### src/rtl/dispatch_stage_r10k.sv
// 3-wide R10K dispatch: decode, in-order stall masking, RS/ROB/rename/SQ request build.
// Define DISPATCH_OUT_REG_EN to register the dispatch outputs (1-cycle latency).
package dispatch_stage_r10k_pkg;
    localparam int DISPATCH_WIDTH = 3;
    localparam int PR_W  = 5;
    localparam int ROB_W = 5;
    localparam int LSQ_W = 3;

    typedef enum logic [1:0] {FU_ALU = 2'd0, FU_LS = 2'd1, FU_MULT = 2'd2, FU_BRANCH = 2'd3} fu_select_t;

    typedef struct packed {
        logic        valid;
        logic [31:0] inst;
        logic [31:0] pc;
        logic [31:0] npc;
        logic        predict_direction;
        logic [31:0] predict_pc;
    } if_id_packet_t;

    typedef struct packed {
        logic             valid;
        logic [31:0]      pc;
        logic [31:0]      npc;
        logic [31:0]      inst;
        logic [6:0]       opcode;
        logic [2:0]       funct3;
        logic             is_load;
        logic             is_store;
        logic             is_branch;
        fu_select_t       fu_sel;
        logic [PR_W-1:0]  dest_pr;
        logic [PR_W-1:0]  reg1_pr;
        logic             reg1_ready;
        logic [PR_W-1:0]  reg2_pr;
        logic             reg2_ready;
        logic [ROB_W-1:0] rob_entry;
        logic [LSQ_W-1:0] sq_position;
    } rs_in_packet_t;

    typedef struct packed {
        logic            valid;
        logic [31:0]     pc;
        logic [31:0]     npc;
        logic [4:0]      arch_dest;
        logic [PR_W-1:0] t_new;
        logic [PR_W-1:0] t_old;
        logic            is_store;
        logic            predict_direction;
        logic [31:0]     predict_pc;
        logic            completed;
    } rob_entry_packet_t;
endpackage

module dispatch_stage_r10k
    import dispatch_stage_r10k_pkg::*;
(
    input  logic                    clock,
    input  logic                    reset,
    input  if_id_packet_t     [2:0] dis_packet_in,
    input  logic [2:0][PR_W-1:0]    free_pr_in,
    input  logic [2:0][PR_W-1:0]    reg1_pr,
    input  logic [2:0][PR_W-1:0]    reg2_pr,
    input  logic [2:0]              reg1_ready,
    input  logic [2:0]              reg2_ready,
    input  logic [2:0][PR_W-1:0]    maptable_old_pr,
    input  logic [2:0][ROB_W-1:0]   rob_index,
    input  logic [2:0][LSQ_W-1:0]   sq_tail_pos,
    input  logic [2:0]              d_stall,
    output rs_in_packet_t     [2:0] rs_in,
    output rob_entry_packet_t [2:0] rob_in,
    output logic [2:0]              new_pr_en,
    output logic [2:0][PR_W-1:0]    maptable_new_pr,
    output logic [2:0][4:0]         maptable_ar,
    output logic [2:0][4:0]         reg1_ar,
    output logic [2:0][4:0]         reg2_ar,
    output logic [2:0]              sq_alloc,
    output fu_select_t        [2:0] fu_sel_out,
    output if_id_packet_t     [2:0] dis_packet_out,
    output logic [31:0]             dispatch_count
);

    logic [2:0]              stall_eff;
    logic [1:0]              disp_cnt;
    rs_in_packet_t     [2:0] rs_c;
    rob_entry_packet_t [2:0] rob_c;
    logic [2:0]              new_pr_en_c;
    logic [2:0][PR_W-1:0]    maptable_new_pr_c;
    logic [2:0][4:0]         maptable_ar_c;
    logic [2:0]              sq_alloc_c;
    fu_select_t        [2:0] fu_sel_c;
    if_id_packet_t     [2:0] dis_out_c;

    // Slot 2 is oldest: a stall there must hold back every younger slot.
    assign stall_eff[2] = d_stall[2];
    assign stall_eff[1] = |d_stall[2:1];
    assign stall_eff[0] = |d_stall;

    always_comb begin
        for (int i = 0; i < DISPATCH_WIDTH; i++) begin
            reg1_ar[i] = dis_packet_in[i].inst[19:15];
            reg2_ar[i] = dis_packet_in[i].inst[24:20];
        end
    end

    always_comb begin
        logic       ok, hd, st, ld, br, u1, u2, dsp;
        logic [6:0] op, f7;
        logic [2:0] f3;
        logic [4:0] dar;
        fu_select_t fu;
        disp_cnt = '0;
        for (int i = 0; i < DISPATCH_WIDTH; i++) begin
            op = dis_packet_in[i].inst[6:0];
            f3 = dis_packet_in[i].inst[14:12];
            f7 = dis_packet_in[i].inst[31:25];
            ok = 1'b0; hd = 1'b0; st = 1'b0; ld = 1'b0; br = 1'b0; u1 = 1'b0; u2 = 1'b0;
            fu = FU_ALU;
            case (op)
                7'b0110011: begin
                    u1 = 1'b1; u2 = 1'b1; hd = 1'b1;
                    if (f7 == 7'b0000001) begin
                        ok = ~f3[2];
                        fu = FU_MULT;
                    end else begin
                        ok = (f7 == 7'd0) || (f7 == 7'b0100000 && (f3 == 3'b000 || f3 == 3'b101));
                    end
                end
                7'b0010011: begin
                    u1 = 1'b1; hd = 1'b1;
                    ok = (f3 == 3'b001) ? (f7 == 7'd0) :
                         ((f3 == 3'b101) ? (f7 == 7'd0 || f7 == 7'b0100000) : 1'b1);
                end
                7'b0110111, 7'b0010111: begin
                    hd = 1'b1; ok = 1'b1;
                end
                7'b0000011: begin
                    u1 = 1'b1; hd = 1'b1; ld = 1'b1; fu = FU_LS;
                    ok = (f3 != 3'b011) && (f3 != 3'b110) && (f3 != 3'b111);
                end
                7'b0100011: begin
                    u1 = 1'b1; u2 = 1'b1; st = 1'b1; fu = FU_LS;
                    ok = (f3 <= 3'b010);
                end
                7'b1100011: begin
                    u1 = 1'b1; u2 = 1'b1; br = 1'b1; fu = FU_BRANCH;
                    ok = (f3 != 3'b010) && (f3 != 3'b011);
                end
                7'b1101111: begin
                    hd = 1'b1; br = 1'b1; fu = FU_BRANCH; ok = 1'b1;
                end
                7'b1100111: begin
                    u1 = 1'b1; hd = 1'b1; br = 1'b1; fu = FU_BRANCH;
                    ok = (f3 == 3'b000);
                end
                default: ok = 1'b0;
            endcase
            if (!(ok && dis_packet_in[i].valid)) begin
                hd = 1'b0; st = 1'b0; ld = 1'b0; br = 1'b0; u1 = 1'b0; u2 = 1'b0;
                fu = FU_ALU;
            end
            dar = hd ? dis_packet_in[i].inst[11:7] : 5'd0;
            dsp = dis_packet_in[i].valid & ~stall_eff[i];

            new_pr_en_c[i]       = dsp & hd & (dar != 5'd0);
            maptable_new_pr_c[i] = free_pr_in[i];
            maptable_ar_c[i]     = dar;
            sq_alloc_c[i]        = dsp & st;
            fu_sel_c[i]          = fu;
            dis_out_c[i]         = dis_packet_in[i];
            dis_out_c[i].valid   = dsp;

            rs_c[i]  = '0;
            rob_c[i] = '0;
            if (dsp) begin
                rs_c[i].valid       = 1'b1;
                rs_c[i].pc          = dis_packet_in[i].pc;
                rs_c[i].npc         = dis_packet_in[i].npc;
                rs_c[i].inst        = dis_packet_in[i].inst;
                rs_c[i].opcode      = op;
                rs_c[i].funct3      = f3;
                rs_c[i].is_load     = ld;
                rs_c[i].is_store    = st;
                rs_c[i].is_branch   = br;
                rs_c[i].fu_sel      = fu;
                rs_c[i].dest_pr     = new_pr_en_c[i] ? free_pr_in[i] : '0;
                rs_c[i].reg1_pr     = reg1_pr[i];
                rs_c[i].reg1_ready  = reg1_ready[i] | ~u1;
                rs_c[i].reg2_pr     = reg2_pr[i];
                rs_c[i].reg2_ready  = reg2_ready[i] | ~u2;
                rs_c[i].rob_entry   = rob_index[i];
                rs_c[i].sq_position = sq_tail_pos[i];

                rob_c[i].valid             = 1'b1;
                rob_c[i].pc                = dis_packet_in[i].pc;
                rob_c[i].npc               = dis_packet_in[i].npc;
                rob_c[i].arch_dest         = dar;
                rob_c[i].t_new             = free_pr_in[i];
                rob_c[i].t_old             = maptable_old_pr[i];
                rob_c[i].is_store          = st;
                rob_c[i].predict_direction = dis_packet_in[i].predict_direction;
                rob_c[i].predict_pc        = dis_packet_in[i].predict_pc;
                rob_c[i].completed         = 1'b0;
            end
            disp_cnt = disp_cnt + {1'b0, dsp};
        end
    end

    always_ff @(posedge clock) begin
        if (reset) dispatch_count <= '0;
        else       dispatch_count <= dispatch_count + {30'd0, disp_cnt};
    end

`ifdef DISPATCH_OUT_REG_EN
    always_ff @(posedge clock) begin
        if (reset) begin
            rs_in           <= '0;
            rob_in          <= '0;
            new_pr_en       <= '0;
            maptable_new_pr <= '0;
            maptable_ar     <= '0;
            sq_alloc        <= '0;
            dis_packet_out  <= '0;
            for (int i = 0; i < DISPATCH_WIDTH; i++) fu_sel_out[i] <= FU_ALU;
        end else begin
            rs_in           <= rs_c;
            rob_in          <= rob_c;
            new_pr_en       <= new_pr_en_c;
            maptable_new_pr <= maptable_new_pr_c;
            maptable_ar     <= maptable_ar_c;
            sq_alloc        <= sq_alloc_c;
            dis_packet_out  <= dis_out_c;
            fu_sel_out      <= fu_sel_c;
        end
    end
`else
    assign rs_in           = rs_c;
    assign rob_in          = rob_c;
    assign new_pr_en       = new_pr_en_c;
    assign maptable_new_pr = maptable_new_pr_c;
    assign maptable_ar     = maptable_ar_c;
    assign sq_alloc        = sq_alloc_c;
    assign dis_packet_out  = dis_out_c;
    assign fu_sel_out      = fu_sel_c;
`endif

endmodule

### config.mk
export PLATFORM = sky130hd
export DESIGN_NAME = dispatch_stage_r10k
export DESIGN_NICKNAME = d
export VERILOG_FILES = /design/src/rtl/dispatch_stage_r10k.sv
export SDC_FILE = /design/constraint.sdc
export NUM_CORES = 1
export LEC_CHECK = 0
export CORE_AREA = 4 4 675 677
export DETAILED_ROUTE_END_ITERATION = 8
export DIE_AREA = 0 0 679 681
export GPL_TIMING_DRIVEN = 0
export SYNTH_ARGS = -nofsm -noshare
export SYNTH_HDL_FRONTEND = slang
export SYNTH_SLANG_ARGS = --single-unit
### constraint.sdc
create_clock -name clock -period 4.7 [get_ports clock]
set_input_delay 0.94 -clock clock [delete_from_list [all_inputs] [get_ports clock]]
set_output_delay 0.94 -clock clock [all_outputs]
set_load 0.03 [all_outputs]
### Yosys cells after proc, flatten, opt, wreduce, memory -nomap -nowiden

Cells that the tools add are included.

| word-level totals | value |
|---|---|
| logic and storage cells | 210 |
| output and inout port bits | 1250 |
| bits of input ports | 485 |
| flip-flop bits (word level) | 32 |

| cells by class | value |
|---|---|
| reduce and logical (&&, ||, !) cells | 53 |
| eq/ne operators | 51 |
| add/sub/neg operators | 3 |
| order comparisons | 3 |
| bitwise operators | 30 |
| multiplexer cells | 69 |

Operators with widths:

| kind | number |
|---|---|
| 2-to-1 mux 137 bit | 3 |
| 2-to-1 mux 115 bit | 3 |
| == test 7 x 6 -> 1 bit, second input constant | 12 |
| == test 7 bit, second input constant | 9 |
| 2-to-1 mux 1 bit | 45 |
| == test 7 x 5 -> 1 bit, second input constant | 6 |
| adder 32 x 2 -> 32 bit | 1 |
| 2-to-1 mux 5 bit | 6 |
| OR reduction 3 bit | 10 |
| == test 7 x 1 -> 1 bit, second input constant | 3 |
| == test 7 x 2 -> 1 bit, second input constant | 3 |
| logical NOT 7 bit | 3 |
| one-hot mux 1 bit (7 select lines) | 3 |
| OR reduction 7 bit | 3 |
| inequality test 3 x 2 -> 1 bit, second input constant | 6 |
| inequality test 3 bit, second input constant | 6 |
| one-hot mux 2 bit (3 select lines) | 3 |
| OR reduction 6 bit | 3 |
| logical AND 1 bit | 15 |
| nonzero test 5 bit | 3 |
| AND 1 bit | 12 |
| 2-to-1 mux 2 bit | 6 |
| inverter 1 bit | 12 |
| == test 3 x 1 -> 1 bit, second input constant | 3 |
| 8 further kinds | 30 |

### Depth between registers and ports, before layout

Gate-level depths: netlist of the first run.

| depth | value |
|---|---|
| depth in word-level cells | 13 |
| mapped depth | 13 |
| gate-level depth less buffers | 11 |

### Worst setup path after synthesis of the first run

OpenSTA, ideal clock, no wires.

| timing | value |
|---|---|
| path kind | input-to-output |
| start point | input port dis_packet_in[359] (netlist name) |
| end point | output port rs_in[302] (netlist name) |
| data required time | 3760 ps |
| buffers on the path | 2 |
| arrival | 3416 ps |
| slack | 344 ps |
| stages | 7 |
| cells stage by stage | buf_2 -> and4bb_2 -> nand2_1 -> a311oi_1 -> nor4_4 -> nor4_1 -> buf_4 |

RTL lines:

| what | line | RTL |
|---|---|---|
| start: declaration | 59 | `input if_id_packet_t [2:0] dis_packet_in,` |
| end: declaration | 69 | `output rs_in_packet_t [2:0] rs_in,` |

==> results of run 1 <==
worst max-delay path, delay by kind of cell:
family | cells | cell delay [ns]
buf+inv | 5 | 2.47
simple gates | 1 | 0.35
cell type report:
type	count	share of cell area [%]
clock buffers	8	0.398
well taps	5952	20.2
multi-input cells	853	14.9
diodes	96	0.653
repair buffers	1737	46.8
plain buffers	764	15.1
inverters	14	0.153
flip-flops and latches	32	1.74
power groups by stage:
stage	clock (W)	sequential (W)	combinational, W
after global routing	0.000345	0.000278	0.00371
after detailed placement	0	0.000283	0.00366
after CTS	0.000333	0.000277	0.00366
after floorplan	0	0.000288	0.00134
after global placement	0	0.000283	0.00366
final	0.000325	0.000277	0.00355
synthesized netlist by cell type, drive strengths merged (3+ instances only):
library cell | instances | area share, %
and4 | 4 | 0.31
nor3b | 19 | 1.3
and3 | 157 | 8.6
inv | 14 | 0.46
and2 | 311 | 17
a21oi | 15 | 0.66
buf | 683 | 45
and3b | 3 | 0.23
nand3 | 26 | 1.1
o21bai | 5 | 0.33
nand2b | 13 | 0.72
nor4b | 9 | 0.86
a21o | 4 | 0.26
o21ai | 18 | 0.79
clkbuf | 81 | 2.7
and4bb | 3 | 0.33
nor2b | 6 | 0.33
nor2 | 71 | 2.3
o31ai | 3 | 0.20
nand2 | 40 | 1.3
or4 | 3 | 0.20
a211o | 3 | 0.23
or3 | 4 | 0.22
nor3 | 42 | 1.9
xor2 | 21 | 1.6
nand3b | 3 | 0.20
o21a | 6 | 0.40
nor4 | 14 | 1.2
o22ai | 3 | 0.17
nand4 | 13 | 0.72
dfxtp | 32 | 5.6
xnor2 | 9 | 0.69
kinds of logic (layout without fill, tap and decap cells):
group	after synthesis	count (layout)
XOR/XNOR	30	30
buffers and inverters	778	2523
AND/OR/NAND/NOR	746	746
other	1	99
adder cells (fa/ha/maj)	4	4
AO/OA/AOI/OAI	68	68
flip-flops	32	32
multiplexers	2	2
per-layer routing:
metal | vias to the layer above | GRT usage, % | part of all wire (%)
li1 | 8349 | - | -
met1 | 9541 | 18.4 | 41
met2 | 1534 | 24.6 | 45
met3 | 305 | 7.62 | 12
met4 | 26 | 1.47 | 1.6
met5 | - | 0 | 0.047
worst max-delay path by stage:
stage,startpoint,to,slack (ns),depth (start not counted)
floorplan,dis_packet_in[359],rs_in[302],0.34,7
global placement,d_stall[2],rob_in[149],-4.65,7
detailed placement,d_stall[2],rs_in[166],-2.44,8
CTS,d_stall[1],rs_in[158],0.001,7
global route,d_stall[1],rob_in[202],-0.02,7
finish,dis_packet_in[259],rs_in[269],-0.01,6
per-stage QoR:
| step | util [%] | std cells | power [W] | area [sq um] | hold WS, ns |
|---|---|---|---|---|---|
| floorplan | - | 1663 | 0.00162 | 11400 | 0.622 |
| global placement | 8.04 | 9337 | 0.00395 | 36100 | 0.495 |
| detailed placement | 8.05 | 9342 | 0.00394 | 36100 | 0.508 |
| CTS | 8.13 | 9359 | 0.00427 | 36500 | 0.519 |
| global route | 8.17 | 9398 | 0.00433 | 36700 | 0.578 |
| finish | 8.20 | 9456 | 0.00415 | 36800 | 0.524 |
timing repair:
item                       CTS  global route
resized for setup          644           134
setup endpoints to repair  815           159
setup buffers                9             1
pin swaps                    4             3
hold buffers                 0             0
==> results.md, run 1 <==
- FF-to-FF Start: dispatch_count[0]$_SDFF_PP0_
- DIE AREA: 462000 sq um
- TritonCTS Buffers: 5
- Final setup viols: 2
- Worst-path cell chain: clkbuf_1 -> clkbuf_2 -> clkbuf_1 -> and3_1 -> buf_4 -> clkdlybuf4s50_1
- Crit-path max FO: 10
- First-pass GRT wire length: 407 mm
- Area Growth Syn to Fin: 224%
- CTS sink count: 32
- Synth unique cells: 55
- Synth Flop Type: dfxtp_1
- Remaining global-route overflow: 0
- Sequential fraction of the synthesis area: 5.63%
- Largest register by flop count: dispatch_count
- Pwr per Cell Area: 113 nW/um^2
- Most frequent cells in the layout: 1388 x clkdlybuf4s50_1, 684 x buf_4, 286 x and2_1
- CP Launch Type: input pin
- TritonCTS clock tree: done
- Post-synthesis mux area share: 0.187%
- Routed WL: 367 mm
- Total GRT Usage: 15.1%
- Unrepaired setup endpoints after global routing: true
- Commonest non-fill, non-tap cell in the layout: clkdlybuf4s50_1
- Final Critical Period: 4.71 ns
- FFs w/ async S/R, synth: 0%
- Worst-path clk slew: 0.05 ns
- DP HPWL: 352 mm
- RePlAce Congestion: 0.924
- Max cap viols: 0
- Crit end category: primary output
- Area of the multi-input gates: 5500 sq um
- Setup TNS: -0.0153 ns
- Nets@finish: 3896
- Synth Area in Adders: 0.572%
- 1st-iter DRT viols: 1205
- Worst skew pair latency: 0.28 ns
- WL per Instance: 38.8 um
- Largest net degree at the start of global routing: 14
- Relative slew slack: 8.57%
- Core Region: 449000 sq um
- Hold Path End: dispatch_count[6]$_SDFF_PP0_
- Number of synthesized flops with an enable pin: 0
- Synthesized area per cell: 6.85 sq um
- Sequential share of power: 6.7%
- Area of the mapped netlist: 11400 sq um
- Antenna-violating nets left: 0
- Worst-case clock buffer depth: 2
- CP peak stage delay: 0.84 ns
- Clk pwr share: 7.8%
- Violated checks: negative setup slack
- Sw Share: 56.9%
- Leakage power: 14.7 nW
- Vias in the first global route: 18500
- Fraction of layout cells with a size suffix above 1: 27.3%
- Via count: 19800
- Cells after Synth: 1661
- Pre-CTS WS: -2.44 ns
- Min-delay worst type: reg -> reg
- Ports: 1735
- Fmax: 0.212 GHz
- Max reg flops: 32
- Row Count: 246
- Initial Utilization: 2.53%
- Skew final: 0.00723 ns
- Status: finished with violations
- XOR/XNOR Fraction of Synth Area: 2.31%
- First-pass DRT Iterations: 5
- Fin. max-slew vios: 0
- #FFs+latches synth: 32
- Worst-Margin Slew: 1.37 ns
- Vias/cell: 2.09
- Synth Area in Compound Gates: 3.86%
- Hold Crit Start: dispatch_count[6]$_SDFF_PP0_
- Remaining DRCs: 0
- FF/Latch Area: 641 sq um
- Post-Synth Simple-Gate Area: 39.3%
- Required time of the critical path: 3.76 ns
- IO buf count: 1722
- Final period utilization: 100%
- Hold Path Depth: 2
- Internal power: 0.00179 W
- H-tree lvl count: 2
- Biggest registers after layout: dispatch_count: 32 flops
- FF-to-FF setup slack: 2.33 ns
- Final hold vios: 0
- Logic pwr share: 85.5%
- CP max stage cell: clkdlybuf4s50_1
- Root buf cell: clkbuf_16
- Final setup margin: -0.0138 ns
- Type of the worst setup path: in -> out
- Synth warn: 0
- FF-to-FF End: dispatch_count[26]$_SDFF_PP0_
- Sw Pwr: 0.00236 W
- Critical path's most frequent cell: clkbuf_1
- Die Wd: 679 um
- VDD IR max: 0.131 mV
- Largest family of logic cells by synthesized area: buffers and inverters
- Worst Reg-to-Reg Cells: 8
- Filler Cells Inserted: 52700
- Crit path DAT: 3.77 ns
- Initial antenna violation count: 201
- Die H: 681 um
Note: power is estimated with default switching activity, not from simulation.
==> run 2: changes to the inputs <==
--- a/config.mk
+++ b/config.mk
@@ -6,6 +6,7 @@
 export NUM_CORES = 1
 export LEC_CHECK = 0
 export CORE_AREA = 4 4 675 677
+export CTS_CLUSTER_SIZE = 30
 export DETAILED_ROUTE_END_ITERATION = 8
 export DIE_AREA = 0 0 679 681
 export GPL_TIMING_DRIVEN = 0
==> constraint.sdc (replaced) <==
create_clock -name clock -period 5.25 [get_ports clock]
set_input_delay 1.05 -clock clock [delete_from_list [all_inputs] [get_ports clock]]
set_output_delay 1.05 -clock clock [all_outputs]
set_load 0.03 [all_outputs]
==> run 2 against run 1 <==
  * The flow now finishes without violations
  * Highest routed layer unchanged
  * Clock skew shrank 0.00074 ns
  * Critical path type unchanged
  * Global-route usage is essentially flat
  * Total power fell by 10%
  * Wire length hardly changed
==> results.md, run 2 (same netlist as run 1, synthesis figures left out) <==
- Row Count: 246 (unchanged)
- Remaining global-route overflow: 0 (unchanged)
- Fin. max-slew vios: 0 (unchanged)
- Area Growth Syn to Fin: 222% (was 224%)
- Max reg flops: 32 (unchanged)
- Pwr per Cell Area: 102 nW/um^2 (was 113 nW/um^2)
- Antenna-violating nets left: 0 (unchanged)
- 1st-iter DRT viols: 1380 (was 1205)
- Total GRT Usage: 15.1% (about the same)
- H-tree lvl count: 2 (unchanged)
- CP Launch Type: input pin (unchanged)
- Logic pwr share: 85.6% (was 85.5%)
- M1 wire length: 152 mm (was 151 mm)
- DIE AREA: 462000 sq um (unchanged)
- Final Critical Period: 5.23 ns
- Required time of the critical path: 4.20 ns (was 3.76 ns)
- Worst-Margin Slew: 1.29 ns (was 1.37 ns)
- Area of the multi-input gates: 5430 sq um (was 5500 sq um)
- Sw Share: 56.8% (was 56.9%)
- Leakage power: 13.7 nW (was 14.7 nW)
- Final setup viols: 0 (was 2)
- Status: finished, final reports clean (was finished with violations)
- First-pass DRT Iterations: 5 (unchanged)
- RePlAce Congestion: 0.924 (unchanged)
- Vias/cell: 2.08 (was 2.09)
- Max cap viols: 0 (unchanged)
- Worst skew pair latency: 0.28 ns (about the same)
- VDD IR max: 0.117 mV (was 0.131 mV)
- Met3 WL post-DR: 43.4 mm (was 44.7 mm)
- Post-CTS Hold Buffers: 0 (unchanged)
- Largest register by flop count: dispatch_count (unchanged)
- Type of the worst setup path: in -> out (unchanged)
- Ports: 1735 (unchanged)
- Most frequent cells in the layout: 1557 x clkdlybuf4s50_1, 681 x buf_4, 291 x and2_1 (was 1388 x clkdlybuf4s50_1, 684 x buf_4, 286 x and2_1)
- Min Hold Slack: 0.526 ns (was 0.524 ns)
- Fmax: 0.191 GHz
- Initial Utilization: 2.53% (unchanged)
- Root buf cell: clkbuf_16 (unchanged)
- Sw Pwr: 0.00212 W (was 0.00236 W)
- TritonCTS clock tree: done (unchanged)
- Die H: 681 um (unchanged)
- Filler Cells Inserted: 52700 (about the same)
- TritonCTS Buffers: 5 (unchanged)
- Clk pwr share: 7.8% (about the same)
- Internal power: 0.00161 W (was 0.00179 W)
- Die Wd: 679 um (unchanged)
- Commonest non-fill, non-tap cell in the layout: clkdlybuf4s50_1 (unchanged)
- DP HPWL: 352 mm (unchanged)
- Worst-case clock buffer depth: 2 (unchanged)
- Core Region: 449000 sq um (unchanged)
- Worst-path clk slew: 0.05 ns (about the same)
- Final period utilization: 99.6%
- IO buf count: 1722 (unchanged)
- First-pass GRT wire length: 407 mm (about the same)
- FF/Latch Area: 641 sq um (unchanged)
- Crit path DAT: 4.18 ns (was 3.77 ns)
- Sequential share of power: 6.7% (about the same)
- Largest net degree at the start of global routing: 14 (unchanged)
- Crit-path max FO: 10 (unchanged)
- Fraction of layout cells with a size suffix above 1: 24.5% (was 27.3%)
- CTS sink count: 32 (unchanged)
- Remaining DRCs: 0 (unchanged)
- Final hold vios: 0 (unchanged)
- Relative slew slack: 14.3% (was 8.57%)
- Routed WL: 367 mm (about the same)
- Crit end category: primary output (unchanged)
- Via count: 19700 (was 19800)
- Min-delay worst type: reg -> reg (unchanged)
- Post-Route Utilization: 8.17% (was 8.20%)
- Initial antenna violation count: 197 (was 201)
- Routed wl met2: 165 mm (was 166 mm)
- Vias in the first global route: 18500 (about the same)
- Top layer in use: met5 (unchanged)
- WL per Instance: 38.9 um (was 38.8 um)
- Biggest registers after layout: dispatch_count: 32 flops (unchanged)
- Skew final: 0.00649 ns (was 0.00723 ns)
- Unrepaired setup endpoints after global routing: true (unchanged)
- Nets@finish: 3895 (was 3896)
-- run 2: what timing repair did --
item / in CTS / in global routing
setup buffers: 9 / 0
setup endpoints to repair: 805 / 48
gates resized for setup: 285 / 71
pin swaps: 3 / 0
-- run 2: critical path: stages --
cell,delay (ns)
clkdlybuf4s50_1,0.53
or4_1,0.68
o22ai_1,0.17
o311a_1,0.25
nor4_4,0.08
buf_4,0.20
nor3_1,0.18
dlygate4sd2_1,0.98
-- run 2: cell type report --
class	instances	area share (%)
Sequential cell	32	1.75
Timing Repair Buffer	1736	47.1
Buffer	764	14.9
Inverter	14	0.154
Antenna cell	78	0.532
Multi-Input combinational cell	853	14.8
Tap cell	5952	20.3
Clock buffer	8	0.399
-- run 2: per-layer routing --
metal	vias up	global-route usage [%]
li1	8329	-
met5	-	0
met1	9535	18.4
met4	22	1.62
met3	280	7.49
met2	1484	24.5
-- run 2: final timing paths --
| path | from | end | slack, ns | cells past startpoint |
|---|---|---|---|---|
| worst min register to register | dispatch_count[6]$_SDFF_PP0_ | dispatch_count[6]$_SDFF_PP0_ | 0.53 | 2 |
| worst max register to register | dispatch_count[0]$_SDFF_PP0_ | dispatch_count[31]$_SDFF_PP0_ | 2.78 | 7 |
| worst max-delay path | dis_packet_in[124] | maptable_ar[0] | 0.02 | 8 |
| worst min-delay path | dispatch_count[6]$_SDFF_PP0_ | dispatch_count[6]$_SDFF_PP0_ | 0.53 | 2 |
-- run 2: power by group through the flow --
stage                     clock network [W]  logic [W]  registers [W]
after floorplan                           0    0.00120       0.000258
after global placement                    0    0.00328       0.000253
after detailed placement                  0    0.00328       0.000253
after CTS                          0.000298    0.00329       0.000248
after global routing               0.000309    0.00333       0.000249
final                              0.000290    0.00319       0.000248
-- run 2: metrics by stage --
stage	total power (W)	area (sq um)	worst slack (ns)	std cells	TNS [ns]
6_report	0.00373	36700	0.0217	9437	0
5_1_grt	0.00389	36600	-0.00500	9391	-0.00500
4_1_cts	0.00384	36500	-0.0153	9359	-0.0153
3_5_place_dp	0.00353	36100	-2.11	9342	-875.72
3_3_place_gp	0.00353	36100	-4.32	9337	-1712.23
2_1_floorplan	0.00145	11400	0.674	1663	0
==> run 3: changes to the inputs <==
--- a/config.mk
+++ b/config.mk
@@ -10,6 +10,8 @@
 export DETAILED_ROUTE_END_ITERATION = 8
 export DIE_AREA = 0 0 679 681
 export GPL_TIMING_DRIVEN = 0
+export REMOVE_ABC_BUFFERS = 1
+export SKIP_LAST_GASP = 1
 export SYNTH_ARGS = -nofsm -noshare
 export SYNTH_HDL_FRONTEND = slang
 export SYNTH_SLANG_ARGS = --single-unit
==> run 3 against run 2 <==
  * Wire length up 27%
  * Via count decreased by 8.2%
  * Critical path type unchanged
  * Largest cell class unchanged
  * Core utilization down 1.2 points
  * The run now ends with negative setup slack left
==> results.md, run 3 (same netlist as run 1, synthesis figures left out) <==
- Root buf cell: clkbuf_16 (unchanged)
- Pwr per Cell Area: 115 nW/um^2 (was 102 nW/um^2)
- FF-to-FF Start: dispatch_count[4]$_SDFF_PP0_ (was dispatch_count[0]$_SDFF_PP0_)
- Final setup viols: 4 (was 0)
- Die Wd: 679 um (unchanged)
- Worst-path clk slew: 0.07 ns (was 0.05 ns)
- Core Region: 449000 sq um (unchanged)
- Relative slew slack: 5.06% (was 14.3%)
- Leakage power: 10.6 nW (was 13.7 nW)
- Final Critical Period: 5.27 ns (was 5.23 ns)
- Placed cells: 8604 (was 9342)
- Fin cells: 8692 (was 9437)
- Logic pwr share: 82.6% (was 85.6%)
- Violated checks: negative setup slack
- Die H: 681 um (unchanged)
- Worst-case clock buffer depth: 2 (unchanged)
- RePlAce Congestion: 0.883 (was 0.924)
- Global-route layer with the greatest usage: met2 (unchanged)
- Max cap viols: 0 (unchanged)
- Biggest registers after layout: dispatch_count: 32 flops (unchanged)
- Ports: 1735 (unchanged)
- Fmax: 0.190 GHz (was 0.191 GHz)
- Crit path DAT: 4.22 ns (was 4.18 ns)
- H-tree lvl count: 2 (unchanged)
- First-pass GRT wire length: 503 mm (was 407 mm)
- CP Launch Type: input pin (unchanged)
- Type of the worst setup path: in -> out (unchanged)
- Routed WL: 464 mm (was 367 mm)
- VDD IR max: 0.122 mV (was 0.117 mV)
- Total GRT Usage: 19.3% (was 15.1%)
- Via count: 18000 (was 19700)
- Unrepaired setup endpoints after global routing: true (unchanged)
- Area Growth Syn to Fin: 177% (was 222%)
- Sw Share: 62.0% (was 56.8%)
- Sw Pwr: 0.00225 W (was 0.00212 W)
- Sequential share of power: 6.8% (was 6.7%)
- Fin. max-slew vios: 0 (unchanged)
- Placed Area: 31200 sq um (was 36100 sq um)
- Vias/cell: 2.07 (was 2.08)
- Hold Crit Start: dispatch_count[6]$_SDFF_PP0_ (unchanged)
- Initial antenna violation count: 332 (was 197)
- FF-to-FF setup slack: 2.26 ns (was 2.78 ns)
- Final Instance Area: 31500 sq um (was 36700 sq um)
- Required time of the critical path: 4.20 ns (about the same)
- Worst-Margin Slew: 1.42 ns (was 1.29 ns)
- Skew final: 0.00572 ns (was 0.00649 ns)
- TritonCTS Buffers: 5 (unchanged)
- Most frequent cells in the layout: 1428 x clkdlybuf4s50_1, 292 x and2_1, 157 x and3_1 (was 1557 x clkdlybuf4s50_1, 681 x buf_4, 291 x and2_1)
- Met3 usage: 9.89% (was 7.49%)
- Commonest non-fill, non-tap cell in the layout: clkdlybuf4s50_1 (unchanged)
- Final hold vios: 0 (unchanged)
- Crit-path max FO: 43 (was 10)
- Status: finished with violations (was finished, final reports clean)
- Min-delay worst type: reg -> reg (unchanged)
- Pre-CTS WS: -3.52 ns (was -2.11 ns)
- Max reg flops: 32 (unchanged)
- Nets@finish: 3167 (was 3895)
- Fraction of layout cells with a size suffix above 1: 8.88% (was 24.5%)
- Worst setup path start: d_stall[1] (was dis_packet_in[124])
- Post-CTS Hold Buffers: 0 (unchanged)
- Antenna-violating nets left: 0 (unchanged)
- Crit end category: primary output (unchanged)
- Internal power: 0.00138 W (was 0.00161 W)
- Final setup margin: -0.0228 ns (was 0.0217 ns)
- Row Count: 246 (unchanged)
- CTS sink count: 32 (unchanged)
- IO buf count: 1731 (was 1722)
- First-pass DRT Iterations: 5 (unchanged)
- GR Util met2: 38.9% (was 24.5%)
- Worst skew pair latency: 0.39 ns (was 0.28 ns)
- Largest net degree at the start of global routing: 103 (was 14)
- Clk pwr share: 10.6% (was 7.8%)
- WL per Instance: 53.4 um (was 38.9 um)
- M1 GR Usage: 16.4% (was 18.4%)
- Vias in the first global route: 17000 (was 18500)
- DP HPWL: 444 mm (was 352 mm)
- 1st-iter DRT viols: 1199 (was 1380)
- Largest register by flop count: dispatch_count (unchanged)
- TritonCTS clock tree: done (unchanged)
- Remaining global-route overflow: 0 (unchanged)
- DIE AREA: 462000 sq um (unchanged)
- Final period utilization: 100% (was 99.6%)
- Initial Utilization: 2.53% (unchanged)
- Remaining DRCs: 0 (unchanged)
==> run 3: per-stage QoR <==
step | TNS (ns) | total power, W | hold slack [ns] | utilization, %
finish | -0.0522 | 0.00363 | 0.535 | 7.02
global route | -0.0719 | 0.00378 | 0.575 | 7.00
CTS | -0.00110 | 0.00377 | 0.535 | 7.00
detailed placement | -927.64 | 0.00336 | 0.525 | 6.95
global placement | -9426.47 | 0.00335 | 0.489 | 6.85
floorplan | -1360.31 | 0.000735 | 0.616 | -
==> run 3: path summary, 6_finish.rpt <==
kind	depth (start not counted)	end
setup / recovery	11	rs_in[117]
hold / removal	2	dispatch_count[6]$_SDFF_PP0_
hold reg to reg	2	dispatch_count[6]$_SDFF_PP0_
setup reg to reg	5	dispatch_count[31]$_SDFF_PP0_
==> run 3: worst max-delay path, cell delays in order <==
cell           delay, ns
dlygate4sd2_1       0.35
nor2_4              0.18
buf_12              0.21
buf_12              0.22
buf_16              0.19
nand3b_1            0.09
buf_4               0.18
bufinv_16           0.33
bufbuf_16           0.43
and2_1              0.31
dlygate4sd2_1       0.44
==> run 3: power by group through the flow <==
stage               sequential, W  combinational [W]  clock (W)
finish                   0.000248            0.00300   0.000385
floorplan                0.000258           0.000477          0
global placement         0.000253            0.00309          0
detailed placement       0.000253            0.00311          0
CTS                      0.000248            0.00311   0.000410
global route             0.000248            0.00313   0.000410
==> run 3: metal layers <==
layer  part of all wire, %  up-vias
li1                      -     6834
met1                    30     8571
met2                    56     1863
met3                    11      711
met4                   3.1       52
met5                 0.075        -
==> run 3: cell type report <==
type                            count  area, sq um
Timing Repair Buffer             1768        17500
Clock buffer                        6          129
Fill cell                       52700       417000
Timing Repair inverter              1         11.3
Multi-Input combinational cell    856         5470
Inverter                           14         98.8
Tap cell                         5952         7450
Sequential cell                    32          641
Clock inverter                      2         35.0
Antenna cell                       61          153
==> run 3: repair_timing <==
action	4_1_cts	5_1_grt
buffers inserted	10	4
gates resized for setup	580	85
pin swaps	6	2
gates cloned	5	0
endpoints found under the setup margin	781	78
